==> src/rtl/id_ex_stage_if.sv <==
// ID/EX pipeline register bundle: decoded ID fields and pipeline controls
// in, registered ID_EX fields plus hazard/stall status out.
interface id_ex_stage_if #(
    parameter int DW = 32
);
    // Decoded instruction from the ID stage
    logic [5:0]    id_opcode;
    logic [4:0]    id_rs;
    logic [4:0]    id_rt;
    logic [4:0]    id_rd;
    logic [DW-1:0] id_rdata1;
    logic [DW-1:0] id_rdata2;
    logic [DW-1:0] id_imm;
    logic          id_valid;
    logic          id_RegWrite;
    logic          id_MemRead;
    logic          id_MemWrite;
    logic          id_MemtoReg;
    logic          id_ALUSrc;
    logic          id_RegDst;
    logic          id_uses_rt;
    logic [3:0]    id_ALUOp;

    // Pipeline controls
    logic          flush;
    logic          mem_stall;

    // Registered ID/EX contents
    logic [5:0]    ID_EX_opcode;
    logic [4:0]    ID_EX_rs;
    logic [4:0]    ID_EX_rt;
    logic [4:0]    ID_EX_rd;
    logic [DW-1:0] ID_EX_rdata1;
    logic [DW-1:0] ID_EX_rdata2;
    logic [DW-1:0] ID_EX_imm;
    logic          ID_EX_valid;
    logic          ID_EX_RegWrite;
    logic          ID_EX_MemRead;
    logic          ID_EX_MemWrite;
    logic          ID_EX_MemtoReg;
    logic          ID_EX_ALUSrc;
    logic          ID_EX_RegDst;
    logic [3:0]    ID_EX_ALUOp;

    // Upstream write enables and status
    logic          pc_write;
    logic          if_id_write;
    logic [1:0]    state;
    logic [15:0]   bubble_cnt;

    modport master (
        output id_opcode, id_rs, id_rt, id_rd, id_rdata1, id_rdata2, id_imm,
               id_valid, id_RegWrite, id_MemRead, id_MemWrite, id_MemtoReg,
               id_ALUSrc, id_RegDst, id_uses_rt, id_ALUOp, flush, mem_stall,
        input  ID_EX_opcode, ID_EX_rs, ID_EX_rt, ID_EX_rd, ID_EX_rdata1,
               ID_EX_rdata2, ID_EX_imm, ID_EX_valid, ID_EX_RegWrite,
               ID_EX_MemRead, ID_EX_MemWrite, ID_EX_MemtoReg, ID_EX_ALUSrc,
               ID_EX_RegDst, ID_EX_ALUOp, pc_write, if_id_write, state,
               bubble_cnt
    );

    modport slave (
        input  id_opcode, id_rs, id_rt, id_rd, id_rdata1, id_rdata2, id_imm,
               id_valid, id_RegWrite, id_MemRead, id_MemWrite, id_MemtoReg,
               id_ALUSrc, id_RegDst, id_uses_rt, id_ALUOp, flush, mem_stall,
        output ID_EX_opcode, ID_EX_rs, ID_EX_rt, ID_EX_rd, ID_EX_rdata1,
               ID_EX_rdata2, ID_EX_imm, ID_EX_valid, ID_EX_RegWrite,
               ID_EX_MemRead, ID_EX_MemWrite, ID_EX_MemtoReg, ID_EX_ALUSrc,
               ID_EX_RegDst, ID_EX_ALUOp, pc_write, if_id_write, state,
               bubble_cnt
    );
endinterface

==> src/rtl/id_ex_stage.sv <==
// ID/EX pipeline register with load-use hazard detection, flush bubbles,
// MEM-stall freeze and a saturating bubble counter.
module id_ex_stage #(
    parameter int DW = 32
) (
    input  logic           clk,
    input  logic           rst_n,
    id_ex_stage_if.slave   bus
);
    localparam logic [1:0]  ST_RUN    = 2'b00;
    localparam logic [1:0]  ST_BUBBLE = 2'b01;
    localparam logic [1:0]  ST_FROZEN = 2'b10;
    localparam logic [15:0] CNT_MAX   = 16'hFFFF;

    typedef struct packed {
        logic          valid;
        logic [5:0]    opcode;
        logic [4:0]    rs;
        logic [4:0]    rt;
        logic [4:0]    rd;
        logic [DW-1:0] rdata1;
        logic [DW-1:0] rdata2;
        logic [DW-1:0] imm;
        logic          reg_write;
        logic          mem_read;
        logic          mem_write;
        logic          mem_to_reg;
        logic          alu_src;
        logic          reg_dst;
        logic [3:0]    alu_op;
    } id_ex_t;

    // An all-zero entry is a bubble: invalid, no side effects, no operands
    localparam id_ex_t BUBBLE_ENTRY = '0;

    id_ex_t      id_ex_r;
    id_ex_t      id_ex_in_s;
    id_ex_t      id_ex_nxt_s;
    logic [1:0]  state_r;
    logic [1:0]  state_pri_s;
    logic [1:0]  state_nxt_s;
    logic [15:0] bubble_cnt_r;
    logic [15:0] bubble_cnt_nxt_s;
    logic        load_use_s;
    logic        hold_s;
    logic        bubble_s;
    logic        count_s;

    // Gather the decoded ID instruction into one pipeline entry
    always_comb begin
        id_ex_in_s            = BUBBLE_ENTRY;
        id_ex_in_s.valid      = bus.id_valid;
        id_ex_in_s.opcode     = bus.id_opcode;
        id_ex_in_s.rs         = bus.id_rs;
        id_ex_in_s.rt         = bus.id_rt;
        id_ex_in_s.rd         = bus.id_rd;
        id_ex_in_s.rdata1     = bus.id_rdata1;
        id_ex_in_s.rdata2     = bus.id_rdata2;
        id_ex_in_s.imm        = bus.id_imm;
        id_ex_in_s.reg_write  = bus.id_RegWrite;
        id_ex_in_s.mem_read   = bus.id_MemRead;
        id_ex_in_s.mem_write  = bus.id_MemWrite;
        id_ex_in_s.mem_to_reg = bus.id_MemtoReg;
        id_ex_in_s.alu_src    = bus.id_ALUSrc;
        id_ex_in_s.reg_dst    = bus.id_RegDst;
        id_ex_in_s.alu_op     = bus.id_ALUOp;
    end

    // Load in EX whose destination is a source of the instruction in ID;
    // $0 never creates a dependency
    always_comb begin
        load_use_s = id_ex_r.valid && id_ex_r.mem_read &&
                     (id_ex_r.rt != 5'd0) && bus.id_valid &&
                     ((id_ex_r.rt == bus.id_rs) ||
                      (bus.id_uses_rt && (id_ex_r.rt == bus.id_rt)));
    end

    // Priority resolution: mem_stall, then flush, then load-use, then capture
    always_comb begin
        hold_s      = 1'b0;
        bubble_s    = 1'b0;
        count_s     = 1'b0;
        state_pri_s = ST_RUN;
        if (bus.mem_stall) begin
            hold_s      = 1'b1;
            state_pri_s = ST_FROZEN;
        end else if (bus.flush) begin
            bubble_s    = 1'b1;
            count_s     = 1'b1;
            state_pri_s = ST_RUN;
        end else if (load_use_s) begin
            bubble_s    = 1'b1;
            count_s     = 1'b1;
            state_pri_s = ST_BUBBLE;
        end else if (!bus.id_valid) begin
            // Empty ID slot: insert an uncounted bubble
            bubble_s    = 1'b1;
            state_pri_s = ST_RUN;
        end else begin
            state_pri_s = ST_RUN;
        end
    end

    // Next state; the unused encoding returns to RUN on the next edge
    always_comb begin
        case (state_r)
            ST_RUN, ST_BUBBLE, ST_FROZEN: state_nxt_s = state_pri_s;
            default:                      state_nxt_s = ST_RUN;
        endcase
    end

    // Next pipeline entry and saturating bubble count
    always_comb begin
        if (hold_s) begin
            id_ex_nxt_s = id_ex_r;
        end else if (bubble_s) begin
            id_ex_nxt_s = BUBBLE_ENTRY;
        end else begin
            id_ex_nxt_s = id_ex_in_s;
        end
        if (count_s && (bubble_cnt_r != CNT_MAX)) begin
            bubble_cnt_nxt_s = bubble_cnt_r + 16'd1;
        end else begin
            bubble_cnt_nxt_s = bubble_cnt_r;
        end
    end

    // Upstream write enables: frozen on mem_stall, held on a load-use stall
    // unless a flush discards the dependent instruction anyway
    always_comb begin
        bus.pc_write    = !bus.mem_stall && (bus.flush || !load_use_s);
        bus.if_id_write = !bus.mem_stall && (bus.flush || !load_use_s);
    end

    // Pipeline register, FSM state and bubble counter
    always_ff @(posedge clk or negedge rst_n) begin
        if (!rst_n) begin
            id_ex_r      <= BUBBLE_ENTRY;
            state_r      <= ST_RUN;
            bubble_cnt_r <= 16'd0;
        end else begin
            id_ex_r      <= id_ex_nxt_s;
            state_r      <= state_nxt_s;
            bubble_cnt_r <= bubble_cnt_nxt_s;
        end
    end

    assign bus.ID_EX_valid    = id_ex_r.valid;
    assign bus.ID_EX_opcode   = id_ex_r.opcode;
    assign bus.ID_EX_rs       = id_ex_r.rs;
    assign bus.ID_EX_rt       = id_ex_r.rt;
    assign bus.ID_EX_rd       = id_ex_r.rd;
    assign bus.ID_EX_rdata1   = id_ex_r.rdata1;
    assign bus.ID_EX_rdata2   = id_ex_r.rdata2;
    assign bus.ID_EX_imm      = id_ex_r.imm;
    assign bus.ID_EX_RegWrite = id_ex_r.reg_write;
    assign bus.ID_EX_MemRead  = id_ex_r.mem_read;
    assign bus.ID_EX_MemWrite = id_ex_r.mem_write;
    assign bus.ID_EX_MemtoReg = id_ex_r.mem_to_reg;
    assign bus.ID_EX_ALUSrc   = id_ex_r.alu_src;
    assign bus.ID_EX_RegDst   = id_ex_r.reg_dst;
    assign bus.ID_EX_ALUOp    = id_ex_r.alu_op;
    assign bus.state          = state_r;
    assign bus.bubble_cnt     = bubble_cnt_r;
endmodule

==> src/flat_wrapper.sv <==
// flat-port wrapper written by rule: the top's interface ports become plain ports
module id_ex_stage_flat 
#(
    parameter int DW = 32
)
  (clk, rst_n, bus_id_opcode, bus_id_rs, bus_id_rt, bus_id_rd, bus_id_rdata1, bus_id_rdata2, bus_id_imm, bus_id_valid, bus_id_RegWrite, bus_id_MemRead, bus_id_MemWrite, bus_id_MemtoReg, bus_id_ALUSrc, bus_id_RegDst, bus_id_uses_rt, bus_id_ALUOp, bus_flush, bus_mem_stall, bus_ID_EX_opcode, bus_ID_EX_rs, bus_ID_EX_rt, bus_ID_EX_rd, bus_ID_EX_rdata1, bus_ID_EX_rdata2, bus_ID_EX_imm, bus_ID_EX_valid, bus_ID_EX_RegWrite, bus_ID_EX_MemRead, bus_ID_EX_MemWrite, bus_ID_EX_MemtoReg, bus_ID_EX_ALUSrc, bus_ID_EX_RegDst, bus_ID_EX_ALUOp, bus_pc_write, bus_if_id_write, bus_state, bus_bubble_cnt);
  id_ex_stage_if #(.DW(DW)) bus_i ();
  input  logic clk;
  input  logic rst_n;
  input wire logic [$bits(bus_i.id_opcode)-1:0] bus_id_opcode;
  input wire logic [$bits(bus_i.id_rs)-1:0] bus_id_rs;
  input wire logic [$bits(bus_i.id_rt)-1:0] bus_id_rt;
  input wire logic [$bits(bus_i.id_rd)-1:0] bus_id_rd;
  input wire logic [$bits(bus_i.id_rdata1)-1:0] bus_id_rdata1;
  input wire logic [$bits(bus_i.id_rdata2)-1:0] bus_id_rdata2;
  input wire logic [$bits(bus_i.id_imm)-1:0] bus_id_imm;
  input wire logic [$bits(bus_i.id_valid)-1:0] bus_id_valid;
  input wire logic [$bits(bus_i.id_RegWrite)-1:0] bus_id_RegWrite;
  input wire logic [$bits(bus_i.id_MemRead)-1:0] bus_id_MemRead;
  input wire logic [$bits(bus_i.id_MemWrite)-1:0] bus_id_MemWrite;
  input wire logic [$bits(bus_i.id_MemtoReg)-1:0] bus_id_MemtoReg;
  input wire logic [$bits(bus_i.id_ALUSrc)-1:0] bus_id_ALUSrc;
  input wire logic [$bits(bus_i.id_RegDst)-1:0] bus_id_RegDst;
  input wire logic [$bits(bus_i.id_uses_rt)-1:0] bus_id_uses_rt;
  input wire logic [$bits(bus_i.id_ALUOp)-1:0] bus_id_ALUOp;
  input wire logic [$bits(bus_i.flush)-1:0] bus_flush;
  input wire logic [$bits(bus_i.mem_stall)-1:0] bus_mem_stall;
  output wire logic [$bits(bus_i.ID_EX_opcode)-1:0] bus_ID_EX_opcode;
  output wire logic [$bits(bus_i.ID_EX_rs)-1:0] bus_ID_EX_rs;
  output wire logic [$bits(bus_i.ID_EX_rt)-1:0] bus_ID_EX_rt;
  output wire logic [$bits(bus_i.ID_EX_rd)-1:0] bus_ID_EX_rd;
  output wire logic [$bits(bus_i.ID_EX_rdata1)-1:0] bus_ID_EX_rdata1;
  output wire logic [$bits(bus_i.ID_EX_rdata2)-1:0] bus_ID_EX_rdata2;
  output wire logic [$bits(bus_i.ID_EX_imm)-1:0] bus_ID_EX_imm;
  output wire logic [$bits(bus_i.ID_EX_valid)-1:0] bus_ID_EX_valid;
  output wire logic [$bits(bus_i.ID_EX_RegWrite)-1:0] bus_ID_EX_RegWrite;
  output wire logic [$bits(bus_i.ID_EX_MemRead)-1:0] bus_ID_EX_MemRead;
  output wire logic [$bits(bus_i.ID_EX_MemWrite)-1:0] bus_ID_EX_MemWrite;
  output wire logic [$bits(bus_i.ID_EX_MemtoReg)-1:0] bus_ID_EX_MemtoReg;
  output wire logic [$bits(bus_i.ID_EX_ALUSrc)-1:0] bus_ID_EX_ALUSrc;
  output wire logic [$bits(bus_i.ID_EX_RegDst)-1:0] bus_ID_EX_RegDst;
  output wire logic [$bits(bus_i.ID_EX_ALUOp)-1:0] bus_ID_EX_ALUOp;
  output wire logic [$bits(bus_i.pc_write)-1:0] bus_pc_write;
  output wire logic [$bits(bus_i.if_id_write)-1:0] bus_if_id_write;
  output wire logic [$bits(bus_i.state)-1:0] bus_state;
  output wire logic [$bits(bus_i.bubble_cnt)-1:0] bus_bubble_cnt;
  assign bus_i.id_opcode = bus_id_opcode;
  assign bus_i.id_rs = bus_id_rs;
  assign bus_i.id_rt = bus_id_rt;
  assign bus_i.id_rd = bus_id_rd;
  assign bus_i.id_rdata1 = bus_id_rdata1;
  assign bus_i.id_rdata2 = bus_id_rdata2;
  assign bus_i.id_imm = bus_id_imm;
  assign bus_i.id_valid = bus_id_valid;
  assign bus_i.id_RegWrite = bus_id_RegWrite;
  assign bus_i.id_MemRead = bus_id_MemRead;
  assign bus_i.id_MemWrite = bus_id_MemWrite;
  assign bus_i.id_MemtoReg = bus_id_MemtoReg;
  assign bus_i.id_ALUSrc = bus_id_ALUSrc;
  assign bus_i.id_RegDst = bus_id_RegDst;
  assign bus_i.id_uses_rt = bus_id_uses_rt;
  assign bus_i.id_ALUOp = bus_id_ALUOp;
  assign bus_i.flush = bus_flush;
  assign bus_i.mem_stall = bus_mem_stall;
  assign bus_ID_EX_opcode = bus_i.ID_EX_opcode;
  assign bus_ID_EX_rs = bus_i.ID_EX_rs;
  assign bus_ID_EX_rt = bus_i.ID_EX_rt;
  assign bus_ID_EX_rd = bus_i.ID_EX_rd;
  assign bus_ID_EX_rdata1 = bus_i.ID_EX_rdata1;
  assign bus_ID_EX_rdata2 = bus_i.ID_EX_rdata2;
  assign bus_ID_EX_imm = bus_i.ID_EX_imm;
  assign bus_ID_EX_valid = bus_i.ID_EX_valid;
  assign bus_ID_EX_RegWrite = bus_i.ID_EX_RegWrite;
  assign bus_ID_EX_MemRead = bus_i.ID_EX_MemRead;
  assign bus_ID_EX_MemWrite = bus_i.ID_EX_MemWrite;
  assign bus_ID_EX_MemtoReg = bus_i.ID_EX_MemtoReg;
  assign bus_ID_EX_ALUSrc = bus_i.ID_EX_ALUSrc;
  assign bus_ID_EX_RegDst = bus_i.ID_EX_RegDst;
  assign bus_ID_EX_ALUOp = bus_i.ID_EX_ALUOp;
  assign bus_pc_write = bus_i.pc_write;
  assign bus_if_id_write = bus_i.if_id_write;
  assign bus_state = bus_i.state;
  assign bus_bubble_cnt = bus_i.bubble_cnt;
  id_ex_stage #(.DW(DW)) u_core (.clk(clk), .rst_n(rst_n), .bus(bus_i));
endmodule
==> config.mk <==
export PLATFORM = sky130hd
export DESIGN_NAME = id_ex_stage_flat
export DESIGN_NICKNAME = d
export VERILOG_FILES = /design/src/rtl/id_ex_stage_if.sv /design/src/rtl/id_ex_stage.sv /design/src/flat_wrapper.sv
export SDC_FILE = /design/constraint.sdc
export NUM_CORES = 1
export LEC_CHECK = 0
export ABC_AREA = 1
export CORE_MARGIN = 2
export CORE_UTILIZATION = 42
export CTS_CLUSTER_SIZE = 10
export DETAILED_ROUTE_END_ITERATION = 7
export PLACE_DENSITY_LB_ADDON = 0.08
export SYNTH_ARGS = -nofsm -noshare
export SYNTH_HDL_FRONTEND = slang
export SYNTH_SLANG_ARGS = --single-unit
==> constraint.sdc <==
create_clock -name clk -period 1.7 [get_ports clk]
set_input_delay 0.34 -clock clk [delete_from_list [all_inputs] [get_ports clk]]
set_output_delay 0.34 -clock clk [all_outputs]
set_load 0.02 [all_outputs]
==> flow_metrics.env, run 1 <==
export IMPL_period_needed_ns=2.026
export IMPL_power_total_w=0.009975
export IMPL_holdPathEnd="u_core.bus.ID_EX_rt[4]"
export IMPL_clk_latency_ns=0.42
export IMPL_fin_cells=1297
export IMPL_fin_skew_ns=0.007120
export IMPL_power_density_mw_per_mm2=893.0
export IMPL_ff2ff_setup_slack_ns=-0.31
export IMPL_finalSetupViolCount=146
export IMPL_hold_depth=3
export IMPL_yosysWarnings=0
export IMPL_synth_compound_area_share_pct=8.748
export IMPL_yosys_area_share_simple_pct=26.34
export IMPL_grt_max_degree=95
export IMPL_netlist_area_leader_share_pct=56.77
export IMPL_grt_pass1_vias=5848
export IMPL_cts_buffers=17
export IMPL_viasPerCell=4.903
export IMPL_ios=281
export IMPL_rr_endpoint="u_core.bus.ID_EX_imm[16]"
export IMPL_vias=6359
export IMPL_synth_xor_area_share_pct=1.905
export IMPL_cts_max_path_buffers=2
export IMPL_r2r_cells=14
export IMPL_synth_ff_type="dfrtp_1"
export IMPL_cp_max_fo=3
export IMPL_firstDrtPassIters=4
export IMPL_final_core_util_pct=74.03
export IMPL_maxSlewViolCount=0
export IMPL_drv_cap=0
export IMPL_slew_headroom_pct=64.48
export IMPL_async_flop_share_pct=100.0
export IMPL_start_kind="input port"
export IMPL_synth_top_family_by_area="simple AND/OR/NAND/NOR gates"
export IMPL_place_hpwl_um=13130
export IMPL_r2r_start="u_core.bus.ID_EX_rt[0]"
export IMPL_areaGrowthSynthToFinish_pct=73.56
export IMPL_wl_um=21130
export IMPL_syn_avg_cell_area_um2=8.262
export IMPL_io_buffers=280
export IMPL_globalplace_congestion=0.8129
export IMPL_min_path_type="input port to flop"
export IMPL_period_share_pct=119.2
export IMPL_synth_seq_area_share_pct=56.77
export IMPL_synth_cell_types=26
export IMPL_status="finished, violations left"
export IMPL_core_mm2=0.01509
export IMPL_drt_iter0_markers=272
export IMPL_initial_core_util_pct=42.65
export IMPL_syn_inst=779
export IMPL_syn_nets=913
export IMPL_setup_worst_path_class="input port to output port"
export IMPL_place_ws_ns=-0.7813
export IMPL_clkSinkCount=146
export IMPL_setup_ws_ns=-0.3261
export IMPL_worst_pin_slew_ns=0.5328
export IMPL_synth_commonest_cells="346 x nand2_1, 146 x dfrtp_1, 89 x o21ai_0, 36 x inv_1, 36 x nor2_1"
export IMPL_violations="setup timing"
export IMPL_yosysMostFrequentCell="nand2_1"
export IMPL_synthAdderAreaFrac_pct=0.1944
export IMPL_holdWs_ns=0.2754
export IMPL_worstPathArrival_ns=1.69
export IMPL_synth_area_top_cells="dfrtp_1 57%, nand2_1 20%, o21ai_0 6.9%, inv_1 2.1%, nor2_1 2.1%"
export IMPL_grt_overflow_total=0
export IMPL_cts_root_buf="clkbuf_16"
export IMPL_antenna_found_initial=0
export IMPL_cts_max_level=4
export IMPL_worstHoldStart="bus_id_rt[4]"
export IMPL_row_count=45
export IMPL_hold_violations=0
export IMPL_wl_per_cell_um=16.29
export IMPL_rsz0062_at_grt="yes"
export IMPL_syn_area_mm2=0.006436
export IMPL_dieHeight_um=127.8
export IMPL_antenna_left=0
export IMPL_drc_errors=0
export IMPL_worstPathRequired_ns=1.36
export IMPL_drive_gt1_share_pct=20.56
export IMPL_synth_seq_cells=146
export IMPL_synth_top_area_cell="dfrtp_1"
export IMPL_die_area_mm2=0.01633
export IMPL_dieWidth_um=127.8
export IMPL_muxShareOfSynthArea_pct=0
export IMPL_grt_pass1_wl_um=31460
export IMPL_dpl_cell_count=1231
export IMPL_max_vdd_ir_drop_uv=649.3
export IMPL_grt_usage_pct=24.79
export IMPL_path_clk_slew_ns=0.06
export IMPL_synth_edff_count=0
export IMPL_clock_fmax_mhz=493.6
export IMPL_nets=1230
export IMPL_cts_tree="built"
export IMPL_power_leakage_nw=5.803
export IMPL_cp_end_kind="output port"
export IMPL_antenna_cells=0
## cell type report
| class | count | area (um^2) |
|---|---|---|
| Timing Repair Buffer | 343 | 3623 |
| Clock buffer | 19 | 442.9 |
| Inverter | 41 | 156.4 |
| Multi-Input combinational cell | 547 | 2844 |
| Sequential cell | 146 | 3660 |
| Fill cell | 1201 | 3919 |
| Tap cell | 188 | 235.2 |
| Clock inverter | 13 | 209.0 |
## report_power, final
part,switching [W],internal (W)
registers,0.000156,0.00371
clock network,0.00148,0.00264
logic,0.00105,0.000933
total,0.00269,0.00728
## worst max-delay path, cell delays in order
cell and delay (ns):
clkdlybuf4s50_1 0.51, inv_1 0.05, nand2_1 0.05, nand2_1 0.05, nor2_1 0.11, nand3_1 0.09
nand2_2 0.08, nand2_2 0.06, o21ai_2 0.13, inv_2 0.07, buf_6 0.13
## state kept, by name, summed over array words and instances, names as in the netlist
register                   cells
u_core.bus.ID_EX_RegDst        1
u_core.bus.ID_EX_rdata2       32
u_core.bus.ID_EX_MemtoReg      1
u_core.bus.ID_EX_rs            5
u_core.bus.ID_EX_MemWrite      1
u_core.bus.ID_EX_rdata1       32
u_core.bus.ID_EX_ALUSrc        1
u_core.bus.ID_EX_ALUOp         4
u_core.bus.ID_EX_MemRead       1
u_core.bus.ID_EX_opcode        6
u_core.bus.state               2
u_core.bus.ID_EX_rt            5
u_core.bus.ID_EX_rd            5
u_core.bus.bubble_cnt         16
u_core.bus.ID_EX_imm          32
u_core.bus.ID_EX_valid         1
u_core.bus.ID_EX_RegWrite      1
## placed cells by master (no fill, tap or decap), types with 2 or more instances in the layout
cell type and count:
buf_4 21, nand2_8 2, nor2_2 3, o21ai_2 67
buf_12 17, nand2_4 5, nor3_1 3, nand2_2 32
clkinv_2 2, xnor2_1 8, dfrtp_1 141, buf_6 12
nor2_1 35, inv_1 34, clkbuf_16 24, o22ai_2 3
nand2_1 311, nand3_1 7, dfrtp_2 5, nand4_1 18
clkinvlp_4 3, o21ai_1 37, dlygate4sd2_1 146, clkinv_4 3
clkdlybuf4s50_1 129, buf_8 2, buf_16 7, inv_2 6
nand3_4 4, bufinv_16 5, xor2_1 6
## through the flow
step	TNS (ns)	area [um^2]
after floorplan	0	6447
after global routing	-45.02	11170
after CTS	-13.13	10430
after global placement	-54.25	9604
final	-29.38	11170
after detailed placement	-58.08	9604
## cell families after synthesis
family / after synthesis
xor+xnor: 14
fa+ha+maj: 1
compound gates: 110
buf+inv: 88
flops: 146
simple gates: 420
## per-layer routing
| layer | wire (um) | global-route usage [%] | up-vias |
|---|---|---|---|
| met5 | 0 | 0 | - |
| met4 | 484 | 9.050 | 0 |
| met3 | 1538 | 7.513 | 33 |
| met2 | 10370 | 39.48 | 214 |
| met1 | 8740 | 32.17 | 3007 |
| li1 | - | - | 3105 |
## how the worst max path moves through the flow
stage,depth (start not counted),from,to
3_3_place_gp,11,bus_id_rs[4],bus_pc_write
4_1_cts,9,u_core.bus.ID_EX_rt[0],bus_pc_write
5_1_grt,10,u_core.bus.ID_EX_rt[0],bus_if_id_write
3_5_place_dp,11,bus_id_rt[4],bus_pc_write
6_report,11,bus_id_rs[0],bus_pc_write
2_1_floorplan,10,u_core.bus.ID_EX_rt[4],bus_pc_write
## what timing repair did
action / 4_1_cts / 5_1_grt
pin swaps: 4 / 8
hold buffers: 1 / 0
setup buffers: 6 / 9
resized for setup: 187 / 204
gates cloned: 8 / 11
endpoints found under the setup margin: 214 / 146
hold endpoints to repair: 34 / 0
(Power assumes the default switching activity.)
==> run 2: changes to the inputs <==
--- a/config.mk
+++ b/config.mk
@@ -11,6 +11,7 @@
 export CTS_CLUSTER_SIZE = 10
 export DETAILED_ROUTE_END_ITERATION = 7
 export PLACE_DENSITY_LB_ADDON = 0.08
+export SLEW_MARGIN = 25
 export SYNTH_ARGS = -nofsm -noshare
 export SYNTH_HDL_FRONTEND = slang
 export SYNTH_SLANG_ARGS = --single-unit
==> results of run 2 <==
No change in the layout: final DEF, timing and power equal those of run 1.
==> run 3: changes to the inputs <==
--- a/config.mk
+++ b/config.mk
@@ -11,6 +11,7 @@
 export CTS_CLUSTER_SIZE = 10
 export DETAILED_ROUTE_END_ITERATION = 7
 export PLACE_DENSITY_LB_ADDON = 0.08
+export SETUP_SLACK_MARGIN = 0.02
 export SLEW_MARGIN = 25
 export SYNTH_ARGS = -nofsm -noshare
 export SYNTH_HDL_FRONTEND = slang
==> run 3 against run 2 <==
Effect of this change: the run still ends with setup timing left; count of clock-buffer cells in the layout is 2 higher; flip-flop and latch count stayed put; worst setup slack worse by 0.055 ns; critical path depth is 1 lower; via count is 3.4% higher; register-to-register slack better by 0.06 ns; die area stayed put; largest cell class is now buffers.
==> flow_metrics.env, run 3 (same netlist as run 1, synthesis figures left out) <==
export IMPL_drv_cap=0
export IMPL_ios=281
export IMPL_hold_violations=0
export IMPL_cts_buffers=17
export IMPL_finalSetupViolCount=141
export IMPL_period_share_pct=122.4
export IMPL_grt_met3_usage_pct=7.679
export IMPL_cp_max_fo=6
export IMPL_r2r_cells=14
export IMPL_wl_per_cell_um=17.27
export IMPL_io_buffers=280
export IMPL_power_leakage_nw=5.934
export IMPL_cts_tree="built"
export IMPL_period_needed_ns=2.081
export IMPL_row_count=45
export IMPL_setup_ws_ns=-0.3811
export IMPL_clk_latency_ns=0.42
export IMPL_die_area_mm2=0.01633
export IMPL_vias=6575
export IMPL_place_hpwl_um=13760
export IMPL_clock_fmax_mhz=480.5
export IMPL_globalplace_congestion=0.8289
export IMPL_clkSinkCount=146
export IMPL_antenna_left=0
export IMPL_busiest_layer="met2"
export IMPL_design_area_mm2=0.01141
export IMPL_worstPathRequired_ns=1.36
export IMPL_cts_max_path_buffers=2
export IMPL_hold_depth=3
export IMPL_dieWidth_um=127.8
export IMPL_violations="setup timing"
export IMPL_min_path_type="input port to flop"
export IMPL_fill_cells=1147
export IMPL_wl_um=22560
export IMPL_drive_gt1_share_pct=24.87
export IMPL_grt_max_degree=77
export IMPL_grt_pass1_vias=6403
export IMPL_dieHeight_um=127.8
export IMPL_grt_usage_pct=27.01
export IMPL_drt_iter0_markers=277
export IMPL_worstPathArrival_ns=1.74
export IMPL_viasPerCell=5.034
export IMPL_antenna_found_initial=0
export IMPL_r2r_start="u_core.bus.ID_EX_rt[3]"
export IMPL_areaGrowthSynthToFinish_pct=77.33
export IMPL_path_clk_slew_ns=0.06
export IMPL_drc_errors=0
export IMPL_startpoint="u_core.bus.ID_EX_rt[0]"
export IMPL_regArea_mm2=0.003661
export IMPL_worst_pin_slew_ns=0.4759
export IMPL_global_route_usage_met1_pct=32.79
export IMPL_grt_overflow_total=0
export IMPL_firstDrtPassIters=5
export IMPL_multi_input_area_mm2=0.003049
export IMPL_maxSlewViolCount=0
export IMPL_initial_core_util_pct=42.65
export IMPL_placed_cell_area_mm2=0.009653
export IMPL_setup_worst_path_class="flop to output port"
export IMPL_worstHoldStart="bus_id_rs[0]"
export IMPL_grt_met2_usage_pct=45.36
export IMPL_power_total_w=0.01000
export IMPL_slew_headroom_pct=68.27
export IMPL_mostFrequentLayoutCells="308 x nand2_1, 147 x dlygate4sd2_1, 140 x dfrtp_1"
export IMPL_fin_skew_ns=0.004792
export IMPL_max_vdd_ir_drop_uv=626.9
export IMPL_core_mm2=0.01509
export IMPL_power_density_mw_per_mm2=876.6
export IMPL_rsz0062_at_grt="yes"
export IMPL_start_kind="flop"
export IMPL_antenna_cells=0
export IMPL_cp_end_kind="output port"
export IMPL_final_common_cell="nand2_1"
export IMPL_grt_pass1_wl_um=34040
export IMPL_status="finished, violations left"
export IMPL_nets=1240
export IMPL_cts_max_level=4
export IMPL_cts_root_buf="clkbuf_16"
-- run 3: changes by cell type in the layout (fill, tap and decap cells not counted), moves of 4 or more --
| cell | change |
|---|---|
| o21ai_1 | -37 |
| o21ai_2 | +32 |
| buf_4 | +11 |
| o21ai_4 | +5 |
| clkbuf_16 | -4 |
-- run 3: path summary, 6_finish.rpt --
check	end	slack, ns
hold / removal	u_core.bus.ID_EX_rs[0]	0.27
max in group asynchronous	u_core.bus.ID_EX_rdata2[9]	0.69
setup / recovery	bus_if_id_write	-0.38
min in group asynchronous	u_core.bus.ID_EX_imm[30]	0.41
hold reg to reg	u_core.bus.ID_EX_imm[30]	0.47
setup reg to reg	u_core.bus.ID_EX_rdata1[20]	-0.25
-- run 3: through the flow --
| step | TNS [ns] | worst slack (ns) | instances | util, % | hold WS [ns] |
|---|---|---|---|---|---|
| 6_report | -23.37 | -0.3811 | 1306 | 75.64 | 0.2691 |
| 5_1_grt | -33.34 | -0.4519 | 1306 | 75.64 | 0.2798 |
| 4_1_cts | -19.77 | -0.3634 | 1295 | 72.67 | 0.3480 |
| 3_5_place_dp | -63.85 | -0.8489 | 1239 | 63.97 | 0.2942 |
| 3_3_place_gp | -60.46 | -0.8611 | 1239 | 63.97 | 0.2941 |
| 2_1_floorplan | 0 | 0.01972 | 779 | - | 0.04441 |
-- run 3: per-layer routing --
metal / wire length, um / share of wire [%]
met5: 0 / 0
met4: 584 / 2.6
met1: 8896 / 39
met2: 11430 / 51
met3: 1646 / 7.3
-- run 3: cell type report --
cell class	instances	area share, %
multi-input cells	547	26.72
well taps	188	2.061
flip-flops and latches	146	32.08
clock buffers	21	3.947
inverters	41	1.392
clock inverters	10	1.590
repair buffers	353	32.22
-- run 3: worst max-delay path, cell delays in order (launching register included) --
cell and delay [ns]:
dfrtp_2 0.43, inv_2 0.06, nand2_2 0.05, nand2_1 0.04, nor2_1 0.11, nand3_1 0.10
nand2_2 0.12, nand2_4 0.06, o21ai_2 0.13, inv_2 0.06, buf_4 0.15
-- run 3: power by group --
part / switching (W) / internal (W) / leakage, nW / total, W
clock network: 0.00143 / 0.00263 / 0.307 / 0.00406
registers: 0.000162 / 0.00371 / 1.95 / 0.00387
logic: 0.00111 / 0.000959 / 3.68 / 0.00207
-- run 3: what timing repair did --
item,4_1_cts,5_1_grt
gates resized for setup,335,128
pin swaps,6,14
hold endpoints to repair,38,0
buffers inserted,12,14
setup endpoints to repair,253,147
gates cloned,14,3
hold buffers,1,0
